**src/rtl/ysyx_210544_wb_queue_pkg.sv**
```systemverilog
// Shared widths for the writeback queue.
//   BUS_64 / BUS_32 / BUS_RIDX : default datapath, instruction and register-index widths
//   WB_ENTRY_W                 : packed entry width at the default widths
//   wb_entry_w()               : packed entry width for arbitrary widths
//                                (pc + inst + rd + rd_wen + rd_wdata + skipcmt + intrNo)
package ysyx_210544_wb_queue_pkg;

    localparam int BUS_64   = 64;
    localparam int BUS_32   = 32;
    localparam int BUS_RIDX = 5;

    function automatic int wb_entry_w(input int xlen, input int ilen, input int ridx);
        return xlen + ilen + ridx + 1 + xlen + 1 + ilen;
    endfunction

    localparam int WB_ENTRY_W = BUS_64 + BUS_32 + BUS_RIDX + 1 + BUS_64 + 1 + BUS_32;

endpackage

```
**src/rtl/ysyx_210544_wb_fifo.sv**
```systemverilog
// Generic WIDTH x DEPTH synchronous FIFO, registered storage, no bypass.
//   clk, rst  : clock, synchronous active-high reset
//   flush_i   : clears pointers and count; overrides push/pop
//   push_i    : write data_i (ignored when full)
//   pop_i     : drop head entry (ignored when empty)
//   data_o    : head entry (content undefined when empty)
//   full_o, empty_o, count_o : occupancy status
module ysyx_210544_wb_fifo #(
    parameter  int WIDTH = 8,
    parameter  int DEPTH = 2,
    localparam int CNT_W = $clog2(DEPTH) + 1
) (
    input  logic             clk,
    input  logic             rst,
    input  logic             flush_i,
    input  logic             push_i,
    input  logic             pop_i,
    input  logic [WIDTH-1:0] data_i,
    output logic [WIDTH-1:0] data_o,
    output logic             full_o,
    output logic             empty_o,
    output logic [CNT_W-1:0] count_o
);

    localparam int PTR_W = $clog2(DEPTH);

    logic [WIDTH-1:0] mem_q [DEPTH];
    logic [PTR_W-1:0] wr_ptr_q, wr_ptr_d;
    logic [PTR_W-1:0] rd_ptr_q, rd_ptr_d;
    logic [CNT_W-1:0] count_q, count_d;
    logic             push;
    logic             pop;

    assign full_o  = (count_q == CNT_W'(DEPTH));
    assign empty_o = (count_q == '0);
    assign count_o = count_q;
    assign data_o  = mem_q[rd_ptr_q];

    assign push = push_i & ~full_o & ~flush_i;
    assign pop  = pop_i & ~empty_o & ~flush_i;

    // DEPTH is a power of two, so pointer overflow is the mod-DEPTH wrap.
    always_comb begin
        wr_ptr_d = wr_ptr_q;
        rd_ptr_d = rd_ptr_q;
        count_d  = count_q;
        if (flush_i) begin
            wr_ptr_d = '0;
            rd_ptr_d = '0;
            count_d  = '0;
        end else begin
            if (push) wr_ptr_d = wr_ptr_q + PTR_W'(1);
            if (pop)  rd_ptr_d = rd_ptr_q + PTR_W'(1);
            case ({push, pop})
                2'b10:   count_d = count_q + CNT_W'(1);
                2'b01:   count_d = count_q - CNT_W'(1);
                default: count_d = count_q;
            endcase
        end
    end

    always_ff @(posedge clk) begin
        if (rst) begin
            wr_ptr_q <= '0;
            rd_ptr_q <= '0;
            count_q  <= '0;
        end else begin
            wr_ptr_q <= wr_ptr_d;
            rd_ptr_q <= rd_ptr_d;
            count_q  <= count_d;
        end
    end

    // Storage is not reset; contents are only observed while count != 0.
    always_ff @(posedge clk) begin
        if (push) mem_q[wr_ptr_q] <= data_i;
    end

endmodule

```
**src/rtl/ysyx_210544_wb_queue.sv**
```systemverilog
// Writeback queue between memory stage and commit/regfile write.
// DEPTH-entry in-order queue with real backpressure, flush, x0-write
// suppression and occupancy reporting.
//   i_wb_memoryed_req / o_wb_memoryed_ack     : upstream handshake (ack = not full)
//   o_wb_writebacked_req / i_wb_writebacked_ack : downstream handshake (req = not empty)
//   i_wb_flush : discard all entries at the next edge
//   i_wb_* / o_wb_* payload : pc, inst, rd, rd_wen, rd_wdata, skipcmt, intrNo
//   o_wb_count : current occupancy
module ysyx_210544_wb_queue
    import ysyx_210544_wb_queue_pkg::*;
#(
    parameter  int XLEN  = BUS_64,
    parameter  int ILEN  = BUS_32,
    parameter  int RIDX  = BUS_RIDX,
    parameter  int DEPTH = 2,
    localparam int CNT_W = $clog2(DEPTH) + 1
) (
    input  logic             clk,
    input  logic             rst,
    input  logic             i_wb_flush,
    input  logic             i_wb_memoryed_req,
    output logic             o_wb_memoryed_ack,
    input  logic [XLEN-1:0]  i_wb_pc,
    input  logic [ILEN-1:0]  i_wb_inst,
    input  logic [RIDX-1:0]  i_wb_rd,
    input  logic             i_wb_rd_wen,
    input  logic [XLEN-1:0]  i_wb_rd_wdata,
    input  logic             i_wb_skipcmt,
    input  logic [ILEN-1:0]  i_wb_intrNo,
    output logic             o_wb_writebacked_req,
    input  logic             i_wb_writebacked_ack,
    output logic [XLEN-1:0]  o_wb_pc,
    output logic [ILEN-1:0]  o_wb_inst,
    output logic [RIDX-1:0]  o_wb_rd,
    output logic             o_wb_rd_wen,
    output logic [XLEN-1:0]  o_wb_rd_wdata,
    output logic             o_wb_skipcmt,
    output logic [ILEN-1:0]  o_wb_intrNo,
    output logic [CNT_W-1:0] o_wb_count
);

    localparam int ENTRY_W = wb_entry_w(XLEN, ILEN, RIDX);

    logic [ENTRY_W-1:0] in_entry;
    logic [ENTRY_W-1:0] head_entry;
    logic               full;
    logic               empty;
    logic               push;
    logic               pop;

    logic [XLEN-1:0] head_pc;
    logic [ILEN-1:0] head_inst;
    logic [RIDX-1:0] head_rd;
    logic            head_wen;
    logic [XLEN-1:0] head_wdata;
    logic            head_skipcmt;
    logic [ILEN-1:0] head_intr;

    // Ack depends only on occupancy: a full queue never passes through,
    // even if the head is being consumed this cycle.
    assign o_wb_memoryed_ack    = ~full;
    assign o_wb_writebacked_req = ~empty;

    assign push = i_wb_memoryed_req & o_wb_memoryed_ack & ~i_wb_flush;
    assign pop  = o_wb_writebacked_req & i_wb_writebacked_ack;

    assign in_entry = {i_wb_pc, i_wb_inst, i_wb_rd, i_wb_rd_wen,
                       i_wb_rd_wdata, i_wb_skipcmt, i_wb_intrNo};

    ysyx_210544_wb_fifo #(
        .WIDTH (ENTRY_W),
        .DEPTH (DEPTH)
    ) u_fifo (
        .clk     (clk),
        .rst     (rst),
        .flush_i (i_wb_flush),
        .push_i  (push),
        .pop_i   (pop),
        .data_i  (in_entry),
        .data_o  (head_entry),
        .full_o  (full),
        .empty_o (empty),
        .count_o (o_wb_count)
    );

    assign {head_pc, head_inst, head_rd, head_wen,
            head_wdata, head_skipcmt, head_intr} = head_entry;

    // Stale storage must never leak out, so every payload field is gated.
    assign o_wb_pc       = empty ? '0 : head_pc;
    assign o_wb_inst     = empty ? '0 : head_inst;
    assign o_wb_rd       = empty ? '0 : head_rd;
    assign o_wb_rd_wdata = empty ? '0 : head_wdata;
    assign o_wb_skipcmt  = ~empty & head_skipcmt;
    assign o_wb_intrNo   = empty ? '0 : head_intr;
    assign o_wb_rd_wen   = ~empty & head_wen & (head_rd != '0);

endmodule
```
**config.mk**
```make
export PLATFORM = sky130hd
export DESIGN_NAME = ysyx_210544_wb_queue
export DESIGN_NICKNAME = d
export VERILOG_FILES = /design/src/rtl/ysyx_210544_wb_queue_pkg.sv /design/src/rtl/ysyx_210544_wb_fifo.sv /design/src/rtl/ysyx_210544_wb_queue.sv
export SDC_FILE = /design/constraint.sdc
export NUM_CORES = 1
export LEC_CHECK = 0
export CORE_MARGIN = 1
export CORE_UTILIZATION = 25
export DETAILED_ROUTE_END_ITERATION = 8
export PLACE_DENSITY = 0.5
export SLEW_MARGIN = 20
export SYNTH_ARGS = -nofsm -noshare
export SYNTH_HDL_FRONTEND = slang
export SYNTH_HIERARCHICAL = 1
export SYNTH_SLANG_ARGS = --single-unit
```
**constraint.sdc**
```tcl
create_clock -name clk -period 14.52 [get_ports clk]
set_clock_uncertainty 0.2 [all_clocks]
set_input_delay 1.452 -clock clk [delete_from_list [all_inputs] [get_ports clk]]
set_output_delay 1.452 -clock clk [all_outputs]
set_load 0.01 [all_outputs]
```
==> results by stage, run 1 <==
Global routing:
- The via count of the first global-routing pass is 9299.
- The all-layer global routing usage is 11.8%.
- The first-pass GRT wire length is 59.5 mm.
- The global routing met1 resource utilization is about 14%.
- For this run, global-route usage on met3 was measured as 4.64%.
- The maximum number of pins on one net before global-route repair is 90.
- The total global routing overflow is 0.
- The most congested layer reported by global routing is met2.
- The initial antenna violation count is 9.
- Global routing used between 15 and 20% of the available met2 tracks.

Logic synthesis:
- The cell area that synthesis handed to floorplanning was about 16000 um^2.
- Counting flops and latches in the post-synthesis netlist gives between 400 and 500.
- After technology mapping, the gate count stands at 873.
- The fraction of the yosys area taken by sequential cells is about 74%.
- After synthesis, the mean cell area works out to ~19 um^2.
- Yosys printed 6 warnings.
- The number of distinct library cells after synthesis is 24.
- The post-synth net total is roughly 1100.

Timing:
- At the pin with the least slew margin, the transition time is roughly 1.1 ns.
- In the finished design, the share of the clock period the worst path needs comes to between 40% and 50%.
- Setup total negative slack on the finished layout was measured at 0 ns.
- The number of endpoints failing setup at the final stage is 0.
- The timing-limited maximum frequency is roughly 170 MHz.
- The normalized max-slew margin is ~30%.
- The count of endpoints failing hold in the final timing report is 0.
- Setup repair after global routing left no endpoint under its margin.
- The max-slew violation count is 0.
- Final hold analysis gives a worst-case slack of approximately 0.30 ns.
- The routed design could run at a clock period as short as just under 6 ns.

Placed design:
- The placer's final routability congestion estimate is 0.730.
- The cell count after placement is roughly 2100.
- Input and output buffers added on the ports amount to slightly above 400.
- The sum of net half-perimeters after detailed placement is around 26 mm.

Clock tree:
- The source-to-sink clock delay at the later pin of the worst-skew pair is around 0.55 ns.
- The post-CTS repair timing setup buffer count is 0.
- CTS built an H-tree with a depth of 2.
- The TritonCTS clock tree is done.
- The number of buffers on the longest clock path is 3.
- The clock buffer count from CTS is 46.
- In this run, post-CTS repair resized a total of 0 instances.
- Clock-pin slew was measured on the worst setup and hold paths at 0.06 ns.
- CTS saw about 400 sinks.
- After clock tree synthesis, the flow added hold-fix buffers numbering 0.
- The clock tree root driver cell is sky130_fd_sc_hd__clkbuf_16.

Run status:
- The run finished with clean final reports.

Drt:
- The overall via count from detail_route is between 8000 and 9000.
- The final layout contains routed wiring with a total length of between 40 and 50 mm.
- The detailed router finished its first iteration with between 400 and 500 violations.
- Before antenna repair, the detailed router went through 4 iterations.
- After detailed routing, the number of vias per cell comes to approximately 4.0.
- Dividing the detail-routed wire length by the instance count gives approximately 18 um.
- For this run, design rule violations remaining after detail routing come to 0.
- The detail route stage leaves a number of antenna-violating nets equal to 0.

Cells and area:
- The net count of the finished layout is roughly 1500.
- The proportion of layout cells with a drive suffix above 1 is between 20% and 30%.
- Summing all multi-input logic gate instances after layout gives a little over 4000 um^2.
- Leaving out fill and tap cells, the most frequent cell in the layout is sky130_fd_sc_hd__clkdlybuf4s50_1.
- The growth of design area from synthesis to finish is 39.3%.
- The final cell count without fillers is around 2200.
- In the layout the commonest cells are sky130_fd_sc_hd__clkdlybuf4s50_1 (406), sky130_fd_sc_hd__edfxtp_1 (398), sky130_fd_sc_hd__nor2b_1 (199), sky130_fd_sc_hd__mux2_4 (100), sky130_fd_sc_hd__mux2_2 (99).
- After filler insertion, the fill cell instance count of the layout stands at about 6100.
- The area taken by flip-flops and latches is 12100 um^2.

Power and ir drop:
- IR analysis of the VDD net gives a maximum drop of between 0.00006 and 0.00007 V.
- The power density of the placed cells is 112 nW/um^2.
- For this design the static power due to leakage is around 0.0073 uW.

Die:
- Row generation in the floorplan step produced a little over 90 rows.
- The initial utilization of the core area, before any placement, comes to 25.4%.
- The die width is around 260 um.
- The die is 258 um tall.
- slightly above 400 I/O pins were placed.
- The area inside the core boundary is ~65000 um^2.
- The area enclosed by the die boundary is approximately 67000 um^2.

Critical path:
- The required time of the critical path is approximately 13 ns.
- The sort of element at the end of the critical path is an output pin.
- The worst setup path is of the reg2out kind.
- The data arrival time of the critical path is ~4.3 ns.
- The nature of the critical path startpoint is a flop.
- The largest fanout on the critical path is 60.

Worst hold path:
- The worst hold path belongs to the class reg2reg.

Flow run:
- The max capacitance violation total is 0.
## cells by family after synthesis
| group | Yosys count | synth area share [%] |
|---|---|---|
| flops | 403 | 73.6 |
| fa+ha+maj | 1 | 0.0764 |
| xor+xnor | 3 | 0.160 |
| buf+inv | 48 | 1.93 |
| compound gates | 6 | 0.229 |
| mux | 199 | 16.0 |
| simple gates | 213 | 8.04 |
## worst max-delay path, stage by stage (launching register included)
cell and delay (ns):
sky130_fd_sc_hd__dfxtp_4 0.73, sky130_fd_sc_hd__buf_4 0.82, sky130_fd_sc_hd__buf_4 0.92, sky130_fd_sc_hd__mux2_2 0.42
sky130_fd_sc_hd__nor2b_1 0.13, sky130_fd_sc_hd__clkdlybuf4s50_1 0.54
## through the flow
stage / area, um^2 / setup WS (ns) / utilization (%) / power (uW)
floorplan: 16400 / 3.40 / - / 1380
global placement: 21300 / 8.95 / 33.0 / 1460
detailed placement: 21300 / 8.94 / 33.0 / 1460
CTS: 22800 / 8.46 / 35.3 / 2600
global route: 22800 / 8.32 / 35.3 / 2650
finish: 22800 / 8.59 / 35.3 / 2560
## where the power goes
part	total [uW]	switching, uW	leakage, uW	internal [uW]
registers	1310	4.24	0.00366	1300
clock network	1120	461	0.000704	661
logic	128	46.7	0.00298	81.7
## layout make-up
| type | count | share of cell area [%] |
|---|---|---|
| inverters | 4 | 0.0658 |
| flip-flops and latches | 403 | 52.8 |
| multi-input cells | 422 | 17.7 |
| clock buffers | 62 | 5.53 |
| repair buffers | 419 | 18.3 |
| clock inverters | 22 | 0.817 |
| diodes | 4 | 0.0439 |
| well taps | 855 | 4.69 |
## path summary, 6_finish.rpt
path	startpoint	end	slack, ns	cells past startpoint
min reg2reg	u_fifo/rd_ptr_q	u_fifo/rd_ptr_q	0.30	2
max reg2reg	u_fifo/count_o[0]	u_fifo/mem_q[0][124]	10.22	7
max	flop	o_wb_pc[33]	8.59	5
min	u_fifo/rd_ptr_q	u_fifo/rd_ptr_q	0.30	2
## Yosys cell counts, drive strengths merged
| cell | count | area, um^2 |
|---|---|---|
| nand3b | 1 | 7.51 |
| xnor2 | 1 | 8.76 |
| a21o | 1 | 7.51 |
| nor2b | 199 | 1240 |
| nor3b | 1 | 7.51 |
| nand3 | 1 | 5.00 |
| o311a | 1 | 10.0 |
| a21oi | 2 | 10.0 |
| ha | 1 | 12.5 |
| mux2 | 199 | 2620 |
| or3 | 2 | 12.5 |
| inv | 4 | 15.0 |
| buf | 42 | 294 |
| dfxtp | 5 | 100 |
| clkbuf | 2 | 7.51 |
| or2 | 1 | 6.26 |
| edfxtp | 398 | 12000 |
| nor2 | 7 | 26.3 |
| o21ai | 2 | 10.0 |
| xor2 | 2 | 17.5 |
| nand2b | 1 | 6.26 |
## routing by layer
layer | vias to the layer above | share of wire (%)
met1 | 4270 | 41
li1 | 4096 | -
met3 | 70 | 8.5
met2 | 258 | 48
met5 | - | 0.16
met4 | 10 | 2.2
## flip-flops by register name, summed over array words and instances (netlist names), named ones only
name,flops
u_fifo/mem_q,398
u_fifo/count_o,2
u_fifo/rd_ptr_q,1
u_fifo/wr_ptr_q,1
No activity file was read; power rests on OpenSTA's default activity.
==> run 2, diff against run 1 <==
==> constraint.sdc (replaced) <==
create_clock -name clk -period 6.1 [get_ports clk]
set_clock_uncertainty 0.2 [all_clocks]
set_input_delay 0.61 -clock clk [delete_from_list [all_inputs] [get_ports clk]]
set_output_delay 0.61 -clock clk [all_outputs]
set_load 0.01 [all_outputs]
==> run 2 against run 1 <==
Net effect:
- combinational power up 140%
- via count up 0.13%
- count of clock-buffer cells in the layout fell by 6
- critical endpoint is now o_wb_rd_wen
- die area unchanged
- critical path type unchanged
==> results by stage, run 2 (synthesis results as in run 1) <==
Placed design:
- The sum of net half-perimeters after detailed placement is 24.9 mm.
- The cell count after placement is between 2000 and 2500.
- The number of buffers added on ports is 406.
- The placed instances occupy a cell area of roughly 21000 um^2.
- Routability-driven placement finished with a final weighted congestion of between 0.7 and 0.8.

Timing:
- The max-slew violation count is 0.
- The final sum of negative setup slack is 0 ns.
- The slew of the pin with the lowest slew margin is about 0.80 ns.
- The worst hold slack is 0.316 ns.
- The count of endpoints failing hold in the final timing report is 0.
- The post-route clock period utilization is about three fifths.
- The number of endpoints failing setup at the final stage is 0.
- In this run the tightest slew margin relative to its limit is 46.8%.
- Setup repair after global routing left no endpoint under its margin.
- The timing-limited maximum frequency is around 270 MHz.
- The final critical-path required period is roughly 3.7 ns.

Die:
- The effective utilization at floorplan is 25.4%.
- The floorplan row count is 93.
- The area enclosed by the die boundary is 66500 um^2.
- The vertical die dimension is approximately 260 um.
- The die width is between 200 and 300 um.
- After floorplanning, the core was sized to cover ~65000 um^2.
- The number of ports placed on the die boundary is roughly 400.

Critical path:
- The sort of element at the end of the critical path is an output pin.
- The largest fanout on the critical path is 125.
- Data arrives at the worst endpoint at 2.93 ns.
- The capture instance of the worst register-to-register path is u_fifo/mem_q[1][66].
- The number of cells on the worst reg-to-reg path is 6.
- The nature of the critical path startpoint is a flop.
- The register-to-register setup slack is between 2 and 3 ns.
- Among all stages on the critical path, the largest delay is contributed by sky130_fd_sc_hd__nor2_4.
- The kind of critical path is reg2out.
- The critical path goes through nor2_4, buf_12, inv_1, o311a_1, clkdlybuf4s50_1.
- On the worst path, the slowest cell contributes a delay of roughly 0.6 ns.
- The required time of the critical path is ~5.3 ns.
- The source of the worst register-to-register timing path is u_fifo/count_o[0].

Cells and area:
- The repair_antennas step left the layout with diodes totalling 0.
- The final cell count without fillers is approximately 2200.
- In the layout the commonest cells are sky130_fd_sc_hd__clkdlybuf4s50_1 (406), sky130_fd_sc_hd__edfxtp_1 (398), sky130_fd_sc_hd__nor2b_1 (199), sky130_fd_sc_hd__mux2_4 (100), sky130_fd_sc_hd__mux2_2 (99).
- The proportion of layout cells with a drive suffix above 1 is 21.0%.
- The register with the most flip-flops in the layout has 398 of them.
- The multi-input gate area in the final layout is approximately 4000 um^2.
- Relative to the synthesized area, the layout overhead comes to 39.7%.
- The most frequent standard cell in the layout excluding fill and tap cells is sky130_fd_sc_hd__clkdlybuf4s50_1.
- The area taken by flip-flops and latches is 12100 um^2.
- The register with the highest flop count is u_fifo/mem_q.
- The finished cells cover roughly 23000 um^2.
- For this run, the post-layout net count is between 1000 and 1500.
- Once layout is complete, the utilization of the core stands at 35.4%.
- Counting the fill cells in the layout gives 6165.

Worst hold path:
- The worst hold path terminates at u_fifo/rd_ptr_q.
- The hold path depth is 2.
- The startpoint of the most critical hold path is u_fifo/rd_ptr_q.
- The path category of the worst min-delay check is reg2reg.

Clock tree:
- The clock tree root driver cell is sky130_fd_sc_hd__clkbuf_16.
- The post-CTS repair timing setup buffer count is 0.
- The clock net in this run drives a total of 403 sinks.
- The source-to-sink clock delay at the later pin of the worst-skew pair is between 0.5 and 0.6 ns.
- The clock input transition at the sequential cells of the worst setup and hold paths is approximately 0.050 ns.
- The number of buffers on the longest clock path is 3.
- The number of buffers inserted for hold repair after clock tree synthesis is 0.
- The H-tree generated during clock tree synthesis spans 2 levels.
- TritonCTS built the clock tree.
- Buffers inserted during clock tree synthesis total 47.
- After clock tree synthesis, the repair step resized 0 gates.

Drt:
- The detail route stage leaves a number of antenna-violating nets equal to 0.
- For this run, design rule violations remaining after detail routing come to 0.
- The final routed wire length divided by cell count is approximately 18 um.
- The number of iterations in the first detailed-routing pass is 4.
- After detailed routing, the number of vias per cell comes to roughly 4.0.
- Across all layers, the routed design uses 8715 vias.
- The violation count after the first detailed-routing iteration is about 310.
- The aggregate routed wire length is slightly below 40 mm.

Global routing:
- For this run the aggregate overflow at the end of global routing stands at 0.
- The all-layer global routing usage is roughly 11%.
- The initial antenna violation count is 4.
- The first global-routing pass estimated 57.9 mm of wire.
- The via count of the first global-routing pass is between 9000 and 10000.
- The maximum number of pins on one net before global-route repair is ~130.

Power and ir drop:
- Power spread over the standard cell area amounts to between 200 and 300 nW/um^2.
- The analysis attributes to cell leakage a power of 0.00736 uW.
- The maximum vdd ir drop is roughly 0.00018 V.

Flow run:
- Across the run, the number of max-cap violations was 0.

Run status:
- The run finished with clean final reports.
-- run 2: power by group --
part	switching (uW)	internal, uW
logic	110	195
registers	9.91	3100
clock network	1070	1620
total	1190	4910
-- run 2: worst max-delay path by stage --
stage / cells past startpoint / start / slack [ns] / end
3_3_place_gp: 5 / i_wb_flush / 2.55 / u_fifo/mem_q[1][70]
5_1_grt: 5 / u_fifo/count_o[1] / 2.13 / o_wb_rd_wen
6_report: 5 / u_fifo/count_o[1] / 2.36 / o_wb_rd_wen
2_1_floorplan: 5 / u_fifo/count_o[0] / -0.93 / u_fifo/mem_q[1][0]
3_5_place_dp: 5 / i_wb_flush / 2.61 / u_fifo/mem_q[1][74]
4_1_cts: 5 / u_fifo/count_o[1] / 2.19 / o_wb_rd_wen
-- run 2: routing by layer --
layer	wire [um]	track usage (%)
met4	1040	3.94
met3	2860	4.07
met5	35	0
met1	15500	13.1
met2	19600	19.6
-- run 2: area by class of cell --
| cell class | count | share of cell area, % |
|---|---|---|
| clock buffers | 56 | 5.47 |
| well taps | 855 | 4.68 |
| inverters | 4 | 0.0656 |
| multi-input cells | 422 | 17.6 |
| repair buffers | 416 | 18.5 |
| flip-flops and latches | 403 | 52.7 |
| clock inverters | 26 | 1.01 |
-- run 2: metrics by stage --
stage	setup slack (ns)	total power [uW]
3_3_place_gp	2.55	3470
6_report	2.36	6110
3_5_place_dp	2.61	3470
2_1_floorplan	-0.933	3270
4_1_cts	2.19	6220
5_1_grt	2.13	6330
-- run 2: worst max-delay path, delay by kind of cell, from the launching register on --
| kind | cells | cell delay, ns |
|---|---|---|
| simple gates | 1 | 0.59 |
| flops | 1 | 0.37 |
| buf+inv | 3 | 1.06 |
| compound gates | 1 | 0.14 |
==> run 3, diff against run 2 <==
==> constraint.sdc (replaced) <==
create_clock -name clk -period 3.9 [get_ports clk]
set_clock_uncertainty 0.2 [all_clocks]
set_input_delay 0.39 -clock clk [delete_from_list [all_inputs] [get_ports clk]]
set_output_delay 0.39 -clock clk [all_outputs]
set_load 0.01 [all_outputs]
==> run 3 against run 2 <==
Net effect:
- non-clock buffer count grew 12
- count of clock-buffer cells in the layout shrank 1
- hold slack lost 0.13 ns
- core utilization grew 0.37 points
- register-to-register slack lost 1.5 ns
- first-iteration DRC count grew 16%
- global-route usage grew 0.57 points
- clock power grew 62%
- cell count grew 0.78%
- largest power group unchanged
==> results by stage, run 3 (synthesis results as in run 1) <==
Run status:
- The flow ran to the end, and the final reports show no timing, DRC or antenna violations.

Timing:
- The max-slew violation count is 0.
- Headroom to the max-slew limit came out at approximately 60%.
- For the pin with the worst max-slew slack, the measured transition is roughly 0.6 ns.
- For the finished layout, the period the worst path requires is ~3.4 ns.
- In the final timing run, aggregate negative setup slack is 0 ns.
- The count of endpoints failing hold in the final timing report is 0.
- Setup repair after global routing left no endpoint under its margin.
- The final critical path takes up between 80 and 90% of the cycle.
- The timing-limited maximum frequency is 297 MHz.
- The worst hold slack is roughly 0.19 ns.
- Setup violations remaining at the end of the flow were counted as 0.

Drt:
- In the final routed layout, each cell accounts on average for approximately 18 um.
- The number of iterations in the first detailed-routing pass is 4.
- Wires add up to approximately 41 mm.
- The number of nets still failing antenna checks after routing is 0.
- After the first detailed-routing iteration, the DRC count stood at 363.
- After detailed routing, the number of remaining DRC violations is 0.
- The overall via count from detail_route is between 8000 and 9000.
- Dividing the detail-routed via count by the number of cells gives 4.02.

Flow run:
- Max-cap violations in this run came to 0.

Die:
- In this run the standard cell core region covers around 65000 um^2.
- For this configuration, the core starts out at a cell density of approximately 25%.
- In this run the count of I/O pins placed on the die edge is slightly above 400.
- The floorplan step defined a die boundary enclosing 66500 um^2.
- The die width is around 260 um.
- The vertical die dimension is between 200 and 300 um.
- Row generation in the floorplan step produced 93 rows.

Placed design:
- The number of buffers added on ports is 406.
- The cell count after placement is 2112.
- The sum of net half-perimeters after detailed placement is around 26 mm.
- The post-placement cell area is roughly 22000 um^2.
- The placer's final routability congestion estimate is 0.723.

Cells and area:
- The finished cells cover between 20000 and 25000 um^2.
- In the layout the commonest cells are sky130_fd_sc_hd__clkdlybuf4s50_1 (406), sky130_fd_sc_hd__edfxtp_1 (398), sky130_fd_sc_hd__nor2b_1 (199), sky130_fd_sc_hd__mux2_4 (100), sky130_fd_sc_hd__mux2_2 (99).
- The final cell count without fillers is 2199.
- The post-layout net count is about 1500.
- The most frequent standard cell in the layout excluding fill and tap cells is sky130_fd_sc_hd__clkdlybuf4s50_1.
- The growth of design area from synthesis to finish is 41.2%.
- The register with the most flip-flops in the layout has between 300 and 400 of them.
- Ranked by flip-flop count, first place goes to u_fifo/mem_q.
- The number of antenna diodes in the final layout is 0.
- The final-layout fill cell count is between 6000 and 7000.
- The final core area utilization is 35.8%.
- Cells with a size suffix above 1 make up between 20% and 30% of the layout.

Power and ir drop:
- The maximum vdd ir drop is approximately 0.00026 V.
- The power density of the placed cells is 420 nW/um^2.
- The leakage component of the power is 0.00748 uW.

Global routing:
- The via count of the first global-routing pass is approximately 9400.
- The initial antenna violation count is 3.
- Global routing used a little under an eighth of the available tracks.
- The first global-routing pass estimated 60.1 mm of wire.
- Entering global routing, the biggest net connects about 90 pins.
- The total global routing overflow is 0.

Critical path:
- The data arrival time of the critical path is ~2.8 ns.
- The required time of the critical path is between 3 and 4 ns.
- In this run the worst path has a maximum fanout of 75.
- The kind of critical path is reg2out.
- The source of the worst register-to-register timing path is u_fifo/count_o[0].
- The worst setup path is captured at an output pin.
- The worst setup path is launched from a flop.

Worst hold path:
- The startpoint of the most critical hold path is i_wb_inst[22].
- The path category of the worst min-delay check is in2reg.

Clock tree:
- Once the clock tree was built, the resizer swapped 0 gates to a different size.
- The clock drives roughly 400 sinks.
- The TritonCTS clock tree is done.
- The H-tree depth is 2.
- The cell sitting at the root of the clock tree is a sky130_fd_sc_hd__clkbuf_16.
- The clock buffer count from CTS is 48.
- The clock input transition at the sequential cells of the worst setup and hold paths is ~0.06 ns.
- Buffers inserted to repair hold after CTS numbered 0.
- Post-CTS timing repair inserted 0 buffers for setup.
- The source-to-sink clock delay at the later pin of the worst-skew pair is approximately 0.57 ns.
- The clock passes through at most 3 buffers.
-- run 3: final cells by class --
cell class / count / area (um^2) / area share [%]
well taps: 855 / 1070 / 4.63
multi-input cells: 422 / 4040 / 17.5
clock buffers: 55 / 1250 / 5.40
flip-flops and latches: 403 / 12100 / 52.2
repair buffers: 428 / 4400 / 19.0
inverters: 4 / 15.0 / 0.0649
clock inverters: 32 / 280 / 1.21
-- run 3: stage by stage --
step / total power, uW / worst slack (ns)
3_5_place_dp: 5440 / 1.07
5_1_grt: 10100 / 0.373
3_3_place_gp: 5430 / 1.09
6_report: 9700 / 0.532
2_1_floorplan: 5100 / -0.713
4_1_cts: 9890 / 0.420
-- run 3: power breakdown --
part           switching, uW  internal, uW
logic                    174           310
clock network           1750          2610
registers               15.8          4840
total                   1940          7760
-- run 3: critical path: stages (launching register included) --
cell and delay (ns):
sky130_fd_sc_hd__dfxtp_4 0.56, sky130_fd_sc_hd__buf_12 0.45, sky130_fd_sc_hd__mux2_2 0.40, sky130_fd_sc_hd__nor2b_1 0.13, sky130_fd_sc_hd__clkdlybuf4s50_1 0.53
-- run 3: routing by layer --
| metal | part of all wire (%) | track usage [%] |
|---|---|---|
| met1 | 40 | 14.3 |
| met5 | 0.076 | 0 |
| met3 | 8.8 | 4.77 |
| met4 | 2.1 | 3.32 |
| met2 | 49 | 19.9 |
-- run 3: path summary, 6_finish.rpt --
kind                            cells after the start  slack, ns                    to
worst max register to register                      6       1.47   u_fifo/mem_q[0][46]
worst min register to register                      2       0.33       u_fifo/rd_ptr_q
worst min-delay path                                1       0.19  u_fifo/mem_q[1][125]
worst max-delay path                                4       0.53     o_wb_rd_wdata[19]
